<file path="src/rtl/ct_hpcp_cnt_ctrl.sv">
// Hardware performance counter control: event-select FSM, staged increment and 64-bit counter with sticky overflow.
// Optional overflow interrupt register is built only when HPCP_OVF_INT_EN is defined.
module ct_hpcp_cnt_ctrl (
    input  logic        cpuclk,
    input  logic        cpurst,
    input  logic        cnt_en,
    input  logic [3:0]  cnt_adder,
    input  logic        csr_wr_vld,
    input  logic [1:0]  csr_wr_sel,
    input  logic [63:0] csr_wr_data,
    output logic        csr_wr_ack,
    output logic [5:0]  evt_sel,
    output logic [63:0] cnt_value,
    output logic        cnt_ovf,
    output logic        cnt_ovf_int
);

    typedef enum logic [1:0] {
        ST_OFF    = 2'd0,
        ST_SETTLE = 2'd1,
        ST_RUN    = 2'd2
    } state_e;

    localparam logic [5:0] EVT_MAX = 6'd42;

    state_e      state_q, state_d;
    logic [5:0]  evt_sel_q, evt_sel_d;
    logic [3:0]  adder_q, adder_d;
    logic [63:0] cnt_q, cnt_d;
    logic        ovf_q, ovf_d;
    logic        ack_q, ack_d;
    logic [64:0] cnt_sum;

    logic wr_cnt, wr_evt, wr_clr, evt_valid;

    assign wr_cnt    = csr_wr_vld && (csr_wr_sel == 2'd0);
    assign wr_evt    = csr_wr_vld && (csr_wr_sel == 2'd1);
    assign wr_clr    = csr_wr_vld && (csr_wr_sel == 2'd2);
    assign evt_valid = (evt_sel_q != 6'd0) && (evt_sel_q <= EVT_MAX);

    // NOTE: every always_comb output gets a default first so no path leaves it unassigned (no latch).
    always_comb begin
        state_d = state_q;
        if (wr_evt) begin
            state_d = ST_SETTLE;
        end else begin
            case (state_q)
                ST_OFF:    state_d = ST_OFF;
                ST_RUN:    state_d = ST_RUN;
                ST_SETTLE: state_d = evt_valid ? ST_RUN : ST_OFF;
                default:   state_d = ST_OFF;
            endcase
        end
    end

    // The selector output is only trusted in RUN; elsewhere a zero is staged so garbage never reaches the counter.
    always_comb begin
        adder_d   = '0;
        evt_sel_d = evt_sel_q;
        ack_d     = csr_wr_vld;
        if ((state_q == ST_RUN) && cnt_en && !wr_cnt) begin
            adder_d = cnt_adder;
        end
        if (wr_evt) begin
            evt_sel_d = csr_wr_data[5:0];
        end
    end

    assign cnt_sum = {1'b0, cnt_q} + {61'd0, adder_q};

    // A counter load beats both the increment and a carry; a carry beats an explicit overflow clear.
    always_comb begin
        cnt_d = cnt_sum[63:0];
        ovf_d = ovf_q;
        if (wr_cnt) begin
            cnt_d = csr_wr_data;
            ovf_d = 1'b0;
        end else if (cnt_sum[64]) begin
            ovf_d = 1'b1;
        end else if (wr_clr) begin
            ovf_d = 1'b0;
        end
    end

    // NOTE: sequential state uses non-blocking assignments so every flop samples pre-edge values.
    always_ff @(posedge cpuclk or posedge cpurst) begin
        if (cpurst) begin
            state_q   <= ST_OFF;
            evt_sel_q <= '0;
            adder_q   <= '0;
            cnt_q     <= '0;
            ovf_q     <= 1'b0;
            ack_q     <= 1'b0;
        end else begin
            state_q   <= state_d;
            evt_sel_q <= evt_sel_d;
            adder_q   <= adder_d;
            cnt_q     <= cnt_d;
            ovf_q     <= ovf_d;
            ack_q     <= ack_d;
        end
    end

`ifdef HPCP_OVF_INT_EN
    logic ovf_int_q, ovf_int_d;

    assign ovf_int_d = ovf_q;

    always_ff @(posedge cpuclk or posedge cpurst) begin
        if (cpurst) begin
            ovf_int_q <= 1'b0;
        end else begin
            ovf_int_q <= ovf_int_d;
        end
    end

    assign cnt_ovf_int = ovf_int_q;
`else
    assign cnt_ovf_int = 1'b0;
`endif

    assign csr_wr_ack = ack_q;
    assign evt_sel    = evt_sel_q;
    assign cnt_value  = cnt_q;
    assign cnt_ovf    = ovf_q;

endmodule

</file>
<file path="config.mk">
export PLATFORM = sky130hd
export DESIGN_NAME = ct_hpcp_cnt_ctrl
export DESIGN_NICKNAME = d
export VERILOG_FILES = /design/src/rtl/ct_hpcp_cnt_ctrl.sv
export SDC_FILE = /design/constraint.sdc
export NUM_CORES = 1
export LEC_CHECK = 0
export ABC_AREA = 1
export CAP_MARGIN = 10
export CORE_ASPECT_RATIO = 1.5
export CORE_MARGIN = 8
export CORE_UTILIZATION = 51
export CTS_CLUSTER_DIAMETER = 40
export DETAILED_ROUTE_END_ITERATION = 8
export PLACE_DENSITY = 0.88
export SYNTH_ARGS = -nofsm -noshare
export SYNTH_HDL_FRONTEND = slang
export SYNTH_SLANG_ARGS = --single-unit
</file>
<file path="constraint.sdc">
create_clock -name cpuclk -period 8.4 [get_ports cpuclk]
set_input_delay 2.52 -clock cpuclk [delete_from_list [all_inputs] [get_ports cpuclk]]
set_output_delay 2.52 -clock cpuclk [all_outputs]
set_load 0.02 [all_outputs]
</file>
; ---- Word-level counts from Yosys, hierarchy flattened
; Index checks and enable logic that the tools add are counted.
[classes]
addsub = 1
n_reduce_logical = 10
n_eq_ne = 4
n_lt_le_gt_ge = 1
mux = 8
[op_table]
columns = cell, count
row1 = adder 64 x 4 -> 65 bit, 1
row2 = two-way mux 64 bit, 1
row3 = "less-or-equal comparator 6 bit, second input constant", 1
row4 = logical AND 1 bit, 6
row5 = nonzero test 6 bit, 1
row6 = "== test 2 x 1 -> 1 bit, second input constant", 2
row7 = "== test 2 bit, second input constant", 2
row8 = two-way mux 2 bit, 2
row9 = two-way mux 4 bit, 1
row10 = case mux 2 bit (2 select lines), 1
row11 = two-way mux 1 bit, 3
row12 = nonzero test 3 bit, 1
row13 = logical NOT 2 bit, 1
row14 = logical NOT 1 bit, 1
[totals]
wordCells = 30
register_bits = 78
out_inout_bits = 73
inputBits = 74

; ---- Longest topological paths before layout
[logic_depth]
ltp_word = 5
ltp_mapped = 12
ltp_nobuf = 12

; ---- Worst setup path before layout
; No wires, ideal clock.
[synth_path]
path_type = in2reg
start = input port csr_wr_sel[1]
end = register cnt_q[4] (netlist: cnt_value[4])
setup_time_ps = 126
arrival_ps = 3284
path_buffers = 1
required_ps = 8274
stages = 5
path_slack_ps = 4989
path_cell_list = nor3_2 -> inv_2 -> clkbuf_1 -> nand3_1 -> o21ai_0
[synth_via]
elab_chain_cells = 3
[synth_lines]
columns = element, line
row1 = start: declaration, 9  ; input logic [1:0] csr_wr_sel,
row2 = logical NOT 2 bit, 36  ; assign wr_cnt = csr_wr_vld && (csr_wr_sel == 2'd0);
row3 = logical AND 1 bit, 36
row4 = two-way mux 64 bit, 75  ; if (wr_cnt) begin
row5 = via cnt_d[4], 29  ; logic [63:0] cnt_q, cnt_d;
row6 = end signal: assignment, 98  ; cnt_q <= cnt_d;
row7 = end: declaration, 29
; The timed path passes the listed nets, and every way through them passes these cells.
; A chain may end at the register's enable or synchronous reset.

; ---- Final worst setup path
[layout_path]
start = input port csr_wr_vld
end = register cnt_q[4] (netlist: cnt_value[4])
[layout_via]
elab_chain_cells = 2
[layout_lines]
columns = element, line
row1 = start: declaration, 8  ; input logic csr_wr_vld,
row2 = logical AND 1 bit, 36
row3 = two-way mux 64 bit, 75
row4 = via cnt_d[4], 29
; The timed path passes the listed nets, and every way through them passes these cells.

==> results.txt <==
Status -> complete, no violations
Fmax -> 0.216 GHz
Register area share after synthesis -> 0.372
Slew @ Worst Pin -> 0.998 ns
Syn Area/Cell -> 6.60 µm²
Gr usage total -> 0.273
CTS tree -> built
Total power -> 1.31 mW
Critical path's top delay family -> buffers and inverters
Layout cells sized above 1 -> 0.0721
Tmin final -> 4.63 ns
Die outline width -> 98.8 µm
Total Neg Setup Slack -> 0 ns
Clk root buf -> clkbuf_16
Final RePlAce weighted congestion -> 0.982
Worst Setup Start Kind -> input pin
Die span in y -> 140 µm
Post-synthesis net count -> 876
Cts repair resizes -> 0
Final hold violations -> 0
Worst-path fanout max -> 78
Leakage -> 3.09 nW
Crit path DAT -> 4.80 ns
Pre-Repair DR Iteration Count -> 5
Final-layout fill cell count -> 852
Final #Nets -> 1,019
Post-Syn Instances -> 795
Slowest Stage Delay on Critical Path -> 0.58 ns
Synth warnings -> 0
Commonest non-fill, non-tap cells in the layout -> 309 x nand2_1, 145 x clkdlybuf4s50_1, 108 x nor2_1, 78 x dfrtp_1, 71 x inv_1
Final Max Tran Viols -> 0
Routed WL per cell -> 17.8 µm
Worst slew margin -> 0.335
PwrDens -> 185 mW/mm²
Final setup vio count -> 0
Peak VDD IR -> 143 µV
Critical path endpoint category -> flop
Post-CTS setup buffers -> 0
Placed cells -> 1,044
Initial antenna violation count -> 0
Die area -> 0.0139 mm²
# diodes -> 0
Drt total wl -> 18,800 µm
Clock Latency Late Sink -> 0.35 ns
Global route overflow -> 0
CTS Buf Count -> 9
Crit path required time -> 8.57 ns
Clock Skew -> 0.00726 ns
H-tree Lvls -> 3
HP Class -> reg -> reg
Unrepaired setup endpoints after global routing -> no
CTS Sinks -> 78
CP Cell Sequence -> clkdlybuf4s50_1, inv_1, nor3_4, buf_4, inv_2, nand3_1, o21ai_0
Hold Buf Count CTS -> 0
Initial core utilization -> 0.521
Flops & latches, synth -> 78
Crit path kind -> in -> reg
Floorplan Core Area -> 0.0101 mm²
Unique cell type count in the Yosys netlist -> 34
Final ANT Viol Nets -> 0
CTS max path bufs -> 2
Syn Std Cell Area -> 0.00525 mm²
Port bufs -> 145
Vias in the first global route -> 5,558
P&R area growth vs syn -> 35.1%
DRC violation count after routing -> 0
Clock-pin slew on the worst setup and hold paths -> 0.06 ns
Routed vias/inst -> 5.37
Most common cell after layout, fill and taps aside -> nand2_1
Largest net degree at the start of global routing -> 79
Crit share post-route -> 0.551
First-pass GRT wire length -> 29,300 µm
Critical Path Slowest Stage Cell -> buf_4
Bufs and invs on worst path -> 4
Fin cells -> 1,060
1st-iter DRT viols -> 403
DP HPWL -> 14,800 µm
# IOs -> 147
Vias post-DR -> 5,694
Cell Rows -> 45
MaxCap Viol Count -> 0
## Yosys cell counts
library cell    n  area [µm²]
inv_2           1        3.75
a21o_1          1        7.51
o21ai_1        15        75.1
nand2_4         2        22.5
nand4_1        15        93.8
xnor2_1         5        43.8
nand3_2         2        20.0
fa_1            1        20.0
xor2_1         15         131
nand3_1        58         290
nor3_1          1        5.00
o21bai_1        9        67.6
dfrtp_1        78        1950
buf_4           5        37.5
buf_2           4        20.0
nand2_1       309        1160
and3_1          1        6.26
ha_1            6        75.1
clkbuf_1        6        22.5
a31oi_1         2        12.5
o211ai_1        1        7.51
or2_2           6        37.5
nor4_1          1        6.26
o21ai_0        28         140
a21oi_1         1        5.00
nor2_1        108         405
nand2_2        12        75.1
a211oi_1        1        7.51
nor2_2         16         100
nand3b_1        2        15.0
nor2_4          8        90.1
nor3_2          2        20.0
conb_1          1        3.75
inv_1          72         270
## worst reg2reg max path: cells and delay by family, from the launching register on
family	cells	cell delay, ns
buf+inv	1	0.10
flops	1	0.39
simple gates	9	0.99
fa+ha+maj	2	0.66
## layout make-up
cell class / count / area, µm² / share of cell area
inverter: 73 / 274 / 0.0386
clock inverter: 7 / 80.1 / 0.0113
multi-input combinational: 629 / 2950 / 0.416
clock buffer: 9 / 225 / 0.0317
sequential: 78 / 1950 / 0.275
timing repair buffer: 147 / 1470 / 0.207
tap: 117 / 146 / 0.0206
## cell families after synthesis
| family | count (synthesis) | synth area share |
|---|---|---|
| flops | 78 | 0.372 |
| compound gates | 58 | 0.0615 |
| simple gates | 543 | 0.447 |
| fa+ha+maj | 7 | 0.0181 |
| buf+inv | 88 | 0.0674 |
| xor+xnor | 20 | 0.0334 |
| other cells | 1 | 0.000714 |
## path summary, 6_finish.rpt
path	startpoint	to	slack, ns	cells after the start
worst max register to register	cnt_value[0]	cnt_value[46]	6.15	12
worst max-delay path	csr_wr_vld	cnt_value[4]	3.77	7
worst min register to register	cnt_ovf	cnt_ovf	0.53	2
worst min-delay path	cnt_ovf	cnt_ovf	0.53	2
min in group asynchronous	cpurst	state_q[0]	2.80	3
max in group asynchronous	cpurst	cnt_value[50]	4.97	3
## layer usage
layer,routed length [µm],share of wire,GRT usage
met4,969,0.051,0.141
met3,1170,0.062,0.0610
met1,6640,0.35,0.280
met5,0,0,0
met2,10100,0.53,0.500
## metrics by stage
step	instance area, µm²	setup slack, ns	hold WS [ns]	utilization
2_1_floorplan	5250	3.88	0.519	-
3_3_place_gp	6790	3.57	0.510	0.674
3_5_place_dp	6790	3.47	0.515	0.674
4_1_cts	7090	3.78	0.532	0.704
5_1_grt	7090	3.54	0.572	0.704
6_report	7090	3.77	0.529	0.704
## report_power, final
part / internal [mW] / total [mW] / switching [mW]
clock network: 0.234 / 0.411 / 0.177
registers: 0.431 / 0.515 / 0.0839
logic: 0.181 / 0.386 / 0.205
total: 0.846 / 1.31 / 0.466
## registers in the layout, indices dropped and copies added, names as in the netlist
signal	cells
state_q	2
evt_sel	6
cnt_value	64
csr_wr_ack	1
adder_q	4
cnt_ovf	1
No activity file was read; power rests on OpenSTA's default activity.
